### src/rtl/wb_mem_preloader.sv
// ============================================================================
// wb_mem_preloader : Wishbone master that zero-fills and loads memory, holding the CPU in reset
// Optional readback check of each loaded word: PRELOADER_VERIFY_EN.  Rev 1.0
// ============================================================================
`default_nettype none

module wb_mem_preloader #(
  parameter int DW        = 32,
  parameter int AW        = 32,
  parameter int MEM_WORDS = 32'h00800000,
  parameter int RST_HOLD  = 8
) (
  input  logic            wb_clk_i,
  input  logic            wb_rst_n_i,
  input  logic            start_i,
  input  logic            clear_i,
  input  logic [AW-1:0]   load_words_i,
  input  logic [DW-1:0]   src_data_i,
  input  logic            src_valid_i,
  output logic            src_ready_o,
  output logic [AW-1:0]   wbm_adr_o,
  output logic [DW-1:0]   wbm_dat_o,
  output logic [DW/8-1:0] wbm_sel_o,
  output logic            wbm_we_o,
  output logic            wbm_cyc_o,
  output logic            wbm_stb_o,
  input  logic [DW-1:0]   wbm_dat_i,
  input  logic            wbm_ack_i,
  input  logic            wbm_err_i,
  output logic            busy_o,
  output logic            done_o,
  output logic            err_o,
  output logic            cpu_rst_o,
  output logic [AW-1:0]   words_o
);

  typedef enum logic [2:0] {
    S_IDLE, S_CLEAR, S_LOAD, S_VERIFY, S_HOLD, S_DONE, S_ERROR
  } state_t;

  localparam logic [AW-1:0] C_ONE       = AW'(1);
  localparam logic [AW-1:0] C_MEM_LIMIT = AW'(MEM_WORDS);
  localparam logic [AW-1:0] C_LAST_WORD = AW'(MEM_WORDS - 1);
  localparam logic [AW-1:0] C_BPW       = AW'(DW / 8);
  localparam logic [7:0]    C_HOLD_LAST = 8'(RST_HOLD - 1);

  state_t          state_q, state_d;
  logic            cyc_q, cyc_d, we_q, we_d;
  logic [AW-1:0]   adr_q, adr_d, idx_q, idx_d, words_q, words_d, nload_q, nload_d;
  logic [DW-1:0]   dat_q, dat_d;
  logic [7:0]      hold_q, hold_d;
  logic            err_q, err_d, done_q, done_d, cpu_rst_q, cpu_rst_d;
  logic            w_src_ready, w_ack, w_err;

  // err takes priority over a coincident ack; both ignored with no cycle open
  assign w_err = cyc_q & wbm_err_i;
  assign w_ack = cyc_q & wbm_ack_i & ~wbm_err_i;

  always_comb begin
    state_d     = state_q;
    cyc_d       = cyc_q;
    we_d        = we_q;
    adr_d       = adr_q;
    dat_d       = dat_q;
    idx_d       = idx_q;
    words_d     = words_q;
    nload_d     = nload_q;
    hold_d      = hold_q;
    err_d       = err_q;
    done_d      = done_q;
    cpu_rst_d   = cpu_rst_q;
    w_src_ready = 1'b0;

    case (state_q)
      S_IDLE, S_DONE, S_ERROR: begin
        if (start_i) begin
          err_d     = 1'b0;
          done_d    = 1'b0;
          cpu_rst_d = 1'b1;
          idx_d     = '0;
          words_d   = '0;
          hold_d    = '0;
          nload_d   = load_words_i;
          if (load_words_i > C_MEM_LIMIT) begin
            state_d = S_ERROR;
            err_d   = 1'b1;
          end else if (clear_i) begin
            state_d = S_CLEAR;
            cyc_d   = 1'b1;
            we_d    = 1'b1;
            adr_d   = '0;
            dat_d   = '0;
          end else if (load_words_i != '0) begin
            state_d = S_LOAD;
          end else begin
            state_d = S_HOLD;
          end
        end
      end

      S_CLEAR: begin
        if (w_err) begin
          state_d = S_ERROR;
          cyc_d   = 1'b0;
          we_d    = 1'b0;
          err_d   = 1'b1;
        end else if (w_ack) begin
          cyc_d   = 1'b0;
          we_d    = 1'b0;
          words_d = words_q + C_ONE;
          idx_d   = idx_q + C_ONE;
          if (idx_q == C_LAST_WORD) begin
            idx_d   = '0;
            words_d = '0;
            state_d = (nload_q == '0) ? S_HOLD : S_LOAD;
          end
        end else if (!cyc_q) begin
          cyc_d = 1'b1;
          we_d  = 1'b1;
          adr_d = idx_q * C_BPW;
          dat_d = '0;
        end
      end

      S_LOAD: begin
        w_src_ready = !cyc_q && (idx_q < nload_q);
        if (w_err) begin
          state_d = S_ERROR;
          cyc_d   = 1'b0;
          we_d    = 1'b0;
          err_d   = 1'b1;
        end else if (w_ack) begin
          cyc_d   = 1'b0;
          we_d    = 1'b0;
          words_d = words_q + C_ONE;
`ifdef PRELOADER_VERIFY_EN
          state_d = S_VERIFY;
`else
          idx_d   = idx_q + C_ONE;
          if (idx_q == nload_q - C_ONE) state_d = S_HOLD;
`endif
        end else if (w_src_ready && src_valid_i) begin
          cyc_d = 1'b1;
          we_d  = 1'b1;
          adr_d = idx_q * C_BPW;
          dat_d = src_data_i;
        end
      end

`ifdef PRELOADER_VERIFY_EN
      // adr/dat still hold the word just written; read it back and compare
      S_VERIFY: begin
        if (w_err) begin
          state_d = S_ERROR;
          cyc_d   = 1'b0;
          err_d   = 1'b1;
        end else if (w_ack) begin
          cyc_d = 1'b0;
          if (wbm_dat_i != dat_q) begin
            state_d = S_ERROR;
            err_d   = 1'b1;
            words_d = idx_q;
          end else begin
            idx_d   = idx_q + C_ONE;
            state_d = (idx_q == nload_q - C_ONE) ? S_HOLD : S_LOAD;
          end
        end else if (!cyc_q) begin
          cyc_d = 1'b1;
          we_d  = 1'b0;
        end
      end
`endif

      S_HOLD: begin
        hold_d = hold_q + 8'd1;
        if (hold_q == C_HOLD_LAST) begin
          state_d   = S_DONE;
          done_d    = 1'b1;
          cpu_rst_d = 1'b0;
        end
      end

      default: state_d = S_IDLE;
    endcase
  end

  always_ff @(posedge wb_clk_i) begin
    if (!wb_rst_n_i) begin
      state_q   <= S_IDLE;
      cyc_q     <= 1'b0;
      we_q      <= 1'b0;
      adr_q     <= '0;
      dat_q     <= '0;
      idx_q     <= '0;
      words_q   <= '0;
      nload_q   <= '0;
      hold_q    <= '0;
      err_q     <= 1'b0;
      done_q    <= 1'b0;
      cpu_rst_q <= 1'b1;
    end else begin
      state_q   <= state_d;
      cyc_q     <= cyc_d;
      we_q      <= we_d;
      adr_q     <= adr_d;
      dat_q     <= dat_d;
      idx_q     <= idx_d;
      words_q   <= words_d;
      nload_q   <= nload_d;
      hold_q    <= hold_d;
      err_q     <= err_d;
      done_q    <= done_d;
      cpu_rst_q <= cpu_rst_d;
    end
  end

`ifndef PRELOADER_VERIFY_EN
  logic w_unused_dat;
  assign w_unused_dat = ^wbm_dat_i;
`endif

  assign src_ready_o = w_src_ready;
  assign wbm_adr_o   = adr_q;
  assign wbm_dat_o   = dat_q;
  assign wbm_sel_o   = '1;
  assign wbm_we_o    = we_q;
  assign wbm_cyc_o   = cyc_q;
  assign wbm_stb_o   = cyc_q;
  assign busy_o      = !((state_q == S_IDLE) || (state_q == S_DONE) || (state_q == S_ERROR));
  assign done_o      = done_q;
  assign err_o       = err_q;
  assign cpu_rst_o   = cpu_rst_q;
  assign words_o     = words_q;

endmodule

`default_nettype wire
### config.mk
export PLATFORM = sky130hd
export DESIGN_NAME = wb_mem_preloader
export DESIGN_NICKNAME = d
export VERILOG_FILES = /design/src/rtl/wb_mem_preloader.sv
export SDC_FILE = /design/constraint.sdc
export NUM_CORES = 1
export LEC_CHECK = 0
export BUFFER_PORTS_ARGS = -buffer_cell sky130_fd_sc_hd__buf_2
export CAP_MARGIN = 5
export CORE_ASPECT_RATIO = 1.75
export CORE_MARGIN = 2
export CORE_UTILIZATION = 50
export DETAILED_ROUTE_END_ITERATION = 12
export GPL_ROUTABILITY_DRIVEN = 0
export PLACE_DENSITY_LB_ADDON = 0.25
export SLEW_MARGIN = 20
export SYNTH_ARGS = -nofsm -noshare
export SYNTH_HDL_FRONTEND = slang
export SYNTH_SLANG_ARGS = --single-unit
### constraint.sdc
create_clock -name wb_clk_i -period 3.6 [get_ports wb_clk_i]
set_input_delay 0.54 -clock wb_clk_i [delete_from_list [all_inputs] [get_ports wb_clk_i]]
set_output_delay 0.54 -clock wb_clk_i [all_outputs]
set_load 0.02 [all_outputs]
==> out/results.ini, run 1 <==
[finish]
area_growth_pct=20.2
final.fill_count=1600
drive_gt1_frac=0.200
fin_util=0.617
final_net_count=1386
antenna_cells=0

[synth]
synth_cells=1083
synth_seq_cells=174
synthFlopType=dfxtp_1
netlist_area_sq_um=9000
yosysWarnings=0
async_reset_ff_frac=0
yosys.cell_types.count=69
ys_seq_area_frac=0.387
synth_edf_count=0
avgSynthCellArea_sq_um=8.31

[timing]
relSlewSlack=0.552
tns_ps=0
hold_violations=0
worst_pin_slew_ps=666
setup_viol=0
rsz0062_at_grt=no
timing.hold.ws_ps=313
skew_ps=11.7
timing.fmax_ghz=0.291
period_minus_slack_ps=3430
post-route-period-util=0.953
fin_ws_ps=169
finalMaxSlewViolations=0

[clock_network]
clk_latency_ps=430
clockBufferDepth=2
cts_hold_buf=0
post-cts-setup-buffer-count=0
cts_tree=built
cts_resized=0
clock_sinks=174
cts_made_buffers=17
htree_levels=4
clockRootBuffer=clkbuf_16
clkTransAtPathRegs_ps=70

[power]
finalPower_uw=6710
power.switching_uw=2570
ir_drop_mv=0.344
power_density_nw_per_um2=620
comb_power_share=0.371
netSwitchingFraction=0.383
power_frac_seq=0.339
clockPowerShare=0.290
p_leak_uw=0.00457
intPower_uw=4140

[global_routing]
grt-ovfl-total=0
grt.total_usage=0.265
grt_use_met2=0.475
grt.busiest_layer=met2
grt_max_degree=47
use_met3=0.0495
antenna_found_initial=1
grt_pass1_wl_um=40800
grt.met1_usage=0.296
grt_pass1_vias=8047

[place]
dp_hpwl_um=18800
numPortBuffers=172
place_ws_ps=457

[routing]
vias_per_cell=5.63
routed_wl_um=25000
drtPass1Iterations=6
route.detailed.drc=0
vias=8393
drt-wirelength-per-cell_um=16.8
drt-initial-drc-count=428
ant_nets=0

[critical_path]
crit_buf_inv=3
setup.worst_path.end_class=primary output
crit_family=compound AO/OA/AOI/OAI gates
cpPeakStageDelay_ps=460
cp.depth=10
r2r_slack_ps=420
crit_fanout=6
critPathArrivalTime_ps=2890
worst_path_max_delay_cell=dfxtp_1
critical_path.most_common_cell=a21o_1
reg2reg_depth=11
crit_chain=inv_1 -> ha_1 -> a21o_1 -> a21o_1 -> a21oi_1 -> o21ai_0 -> a2111oi_0 -> buf_4 -> and3_1 -> buf_2
reg2reg_to=wbm_dat_o[7]
start_kind=register
r2r_start=nload_q[9]
required_ps=3060
worstSetupPathType=register to primary output

[hold_path]
hold_end=wbm_dat_o[30]
hold_path_class=primary input to register
hp-start=src_data_i[30]
whs_path_depth=2

[die]
dieArea_sq_um=19100
die_width_um=105
rows=64
die_h_um=182
start_util=0.513
coreArea_sq_um=17500
num_io_pins=211

[run_status]
status=finished, final reports clean

[flow_run]
cap_violations=0

[cells in the mapped netlist, types with 6 or more instances]
master / n / area (sq um)
dfxtp_1: 174 / 3480
nand2_1: 128 / 480
nor2_1: 121 / 454
a21oi_1: 64 / 320
xnor2_1: 63 / 552
a22o_1: 62 / 543
inv_1: 47 / 176
clkbuf_1: 46 / 173
nand3_1: 44 / 220
xor2_1: 41 / 359
ha_1: 37 / 463
nor4_1: 29 / 181
nor3_1: 27 / 135
nand4_1: 26 / 163
o21ai_0: 20 / 100
and3_1: 18 / 113
a21o_1: 9 / 67.6
and4_1: 8 / 70.1
and2_1: 7 / 43.8
buf_4: 7 / 52.6
or4_1: 7 / 52.6
a31oi_1: 6 / 37.5
buf_2: 6 / 30.0
[worst max path at each step]
stage                    end         from
2_1_floorplan  wbm_dat_o[10]   nload_q[6]
3_3_place_gp    wbm_dat_o[4]   nload_q[6]
3_5_place_dp    wbm_dat_o[1]   nload_q[9]
4_1_cts          src_ready_o  nload_q[25]
5_1_grt          src_ready_o  nload_q[25]
6_report         src_ready_o  nload_q[25]
[cells in the final DEF, fill, tap and decap left out, types with 6 or more instances in the layout]
| cell type | Yosys | final |
|---|---|---|
| dfxtp_1 | 174 | 174 |
| buf_2 | 6 | 172 |
| nand2_1 | 128 | 128 |
| nor2_1 | 121 | 121 |
| a21oi_1 | 64 | 63 |
| xnor2_1 | 63 | 63 |
| a22o_1 | 62 | 62 |
| inv_1 | 47 | 47 |
| nand3_1 | 44 | 44 |
| xor2_1 | 41 | 41 |
| ha_1 | 37 | 37 |
| nor4_1 | 29 | 29 |
| buf_4 | 7 | 28 |
| nand4_1 | 26 | 26 |
| nor3_1 | 27 | 26 |
| o21ai_0 | 20 | 20 |
| and3_1 | 18 | 18 |
| clkbuf_16 | 0 | 17 |
| a21o_1 | 9 | 9 |
| and4_1 | 8 | 8 |
| and2_1 | 7 | 7 |
| or4_1 | 7 | 7 |
| a31oi_1 | 6 | 6 |
| conb_1 | 2 | 6 |
| clkinv_4 | 0 | 6 |
[cells by family (layout without fill, tap and decap cells)]
kind of cell	after synthesis	after routing	share of synthesized area
muxes	4	4	0.00500
and+or+nand+nor	448	448	0.244
xor gates and xnor gates	104	104	0.101
buffers and inverters	112	284	0.0524
DFF	174	174	0.387
AOI/OAI and AO/OA	202	202	0.158
other	2	6	0.000834
adders and majority gates	37	37	0.0514
[state kept, by name (all words and copies together), names as in the netlist, 3 cells and up]
register / cells
idx_q: 32
nload_q: 32
wbm_dat_o: 32
words_o: 32
wbm_adr_o: 30
hold_q: 8
state_q: 3
[worst register-to-register path, cell delays in order (launching register included)]
cell and delay (ps):
dfxtp_1 490, inv_1 90, ha_1 300, and4_1 220, nand2_1 70, a211o_1 270, o211a_1 180, o31a_1 350
a311o_1 390, a21oi_4 350, buf_12 240, a22o_1 170
[layout make-up]
cell class,count,area (sq um),area share
Multi-Input combinational cell,801,5100,0.471
Tap cell,231,289,0.0267
Sequential cell,174,3480,0.322
Timing Repair Buffer,204,1150,0.106
Clock buffer,18,439,0.0406
Clock inverter,14,181,0.0168
Inverter,48,180,0.0166
[stage by stage]
step                      area (sq um)  instances
after floorplan                   9020       1087
after global placement           10200       1458
after detailed placement         10200       1458
after CTS                        10800       1490
after global routing             10800       1490
final                            10800       1490
[power groups by stage]
stage	combinational, uW	sequential (uW)	clock [uW]
after floorplan	1730	2300	0
after global placement	2430	2310	0
after detailed placement	2450	2310	0
after CTS	2480	2270	1980
after global routing	2740	2300	2050
final	2490	2270	1950
[routing by layer]
metal | share of wire | vias to the layer above
met4 | 0.040 | 2
met5 | 0.00028 | -
li1 | - | 4137
met2 | 0.53 | 284
met1 | 0.38 | 3908
met3 | 0.055 | 62
No activity file was read; power rests on OpenSTA's default activity.
==> inputs of run 2 (changes only) <==
--- a/config.mk
+++ b/config.mk
@@ -12,7 +12,7 @@
 export CORE_UTILIZATION = 50
 export DETAILED_ROUTE_END_ITERATION = 12
 export GPL_ROUTABILITY_DRIVEN = 0
-export PLACE_DENSITY_LB_ADDON = 0.25
+export PLACE_DENSITY = 0.83
 export SLEW_MARGIN = 20
 export SYNTH_ARGS = -nofsm -noshare
 export SYNTH_HDL_FRONTEND = slang
==> run 2 against run 1 <==
First-iteration DRC count fell by 11%; worst hold slack worse by 2.8 ps; final cell count is 0.34% lower; maximum frequency rose by 1.5%; via count grew 0.70%; design area shrank 0.88%; sequential power barely moved; non-clock buffer count decreased by 5; register-to-register slack lost 100 ps; worst setup slack better by 51 ps; critical path depth shrank 1; combinational power down 3%.
==> out/results.ini, run 2 (synthesis gave the netlist of run 1 again) <==
[die]
dieArea_sq_um=19100
coreArea_sq_um=17500
die_h_um=182
die_width_um=105
rows=64
num_io_pins=211
start_util=0.513

[timing]
timing.fmax_ghz=0.296
rsz0062_at_grt=no
finalMaxSlewViolations=0
post-route-period-util=0.939
skew_ps=13.6
relSlewSlack=0.317
tns_ps=0
timing.hold.ws_ps=311
worst_pin_slew_ps=1020
hold_violations=0
setup_viol=0
period_minus_slack_ps=3380
fin_ws_ps=220

[clock_network]
clockRootBuffer=clkbuf_16
cts_tree=built
clk_latency_ps=440
clock_sinks=174
post-cts-setup-buffer-count=0
clockBufferDepth=2
cts_made_buffers=17
clkTransAtPathRegs_ps=80
cts_hold_buf=0
cts_resized=0
htree_levels=4

[run_status]
status=finished, final reports clean

[place]
placed_cell_area_sq_um=10100
numPortBuffers=172
dp_hpwl_um=18800
placed_cells=1453
place_ws_ps=276

[routing]
ant_nets=0
routed_wl_um=25200
drtPass1Iterations=5
drt-wirelength-per-cell_um=17.0
vias=8452
vias_per_cell=5.69
drt-initial-drc-count=380
route.detailed.drc=0

[finish]
final.fill_count=1519
multi_input_area_sq_um=5100
final_net_count=1381
drive_gt1_frac=0.197
antenna_cells=0
area_growth_pct=19.2
mostFrequentLayoutCells=174 x dfxtp_1, 172 x buf_2, 128 x nand2_1
seqCellArea_sq_um=3480
final_cells=1485
layout_commonest_cell=dfxtp_1
fin_area_sq_um=10700

[power]
netSwitchingFraction=0.392
power.switching_uw=2590
ir_drop_mv=0.379
intPower_uw=4030
power_density_nw_per_um2=617
p_leak_uw=0.00452
comb_power_share=0.366
power_frac_seq=0.347
clockPowerShare=0.288

[global_routing]
grt_pass1_wl_um=40900
antenna_found_initial=2
grt.total_usage=0.265
grt_pass1_vias=8415
grt_max_degree=42
grt-ovfl-total=0

[critical_path]
crit_fanout=6
required_ps=3060
setup.worst_path.end_class=primary output
critPathArrivalTime_ps=2840
worstSetupPathType=register to primary output
start_kind=register

[flow_run]
cap_violations=0

[hold_path]
hold_path_class=primary input to register

==> run 2: cell type report <==
cell class | instances | share of cell area
multi-input cells | 801 | 0.475
repair buffers | 199 | 0.100
flip-flops and latches | 174 | 0.325
inverters | 48 | 0.0168
well taps | 231 | 0.0269
clock inverters | 15 | 0.0162
clock buffers | 17 | 0.0397
==> run 2: critical path, stage by stage (launching register included) <==
cell     delay [ps]
dfxtp_1         520
inv_1           100
ha_1            310
and4_1          220
nand2_1          80
a211o_1         270
o211a_1         170
o31a_1          350
and3_1          200
buf_2           170
==> run 2: power by group through the flow <==
stage | logic, uW | clock network [uW] | registers, uW
2_1_floorplan | 1730 | 0 | 2300
3_3_place_gp | 2330 | 0 | 2320
3_5_place_dp | 2370 | 0 | 2330
4_1_cts | 2390 | 1930 | 2280
5_1_grt | 2660 | 2000 | 2320
6_report | 2420 | 1900 | 2290
==> run 2: final timing paths <==
check                                     from       endpoint  slack, ps  depth (start not counted)
worst max-delay path                nload_q[9]    src_ready_o        220                          9
worst min-delay path            src_data_i[30]  wbm_dat_o[30]        310                          2
worst max register to register      nload_q[9]   wbm_dat_o[4]        320                         11
worst min register to register   wbm_adr_o[25]  wbm_adr_o[25]        470                          1
==> run 2: metal layers <==
layer	wire length [um]	vias to the layer above	global-route usage
li1	-	4126	-
met1	9460	3924	0.285
met2	12900	313	0.465
met3	1510	87	0.0535
met4	1290	2	0.170
met5	13	-	0
==> run 2: metrics by stage <==
step	util	power, uW
floorplan	-	4030
global placement	0.577	4650
detailed placement	0.577	4690
CTS	0.612	6600
global route	0.612	6980
finish	0.612	6620
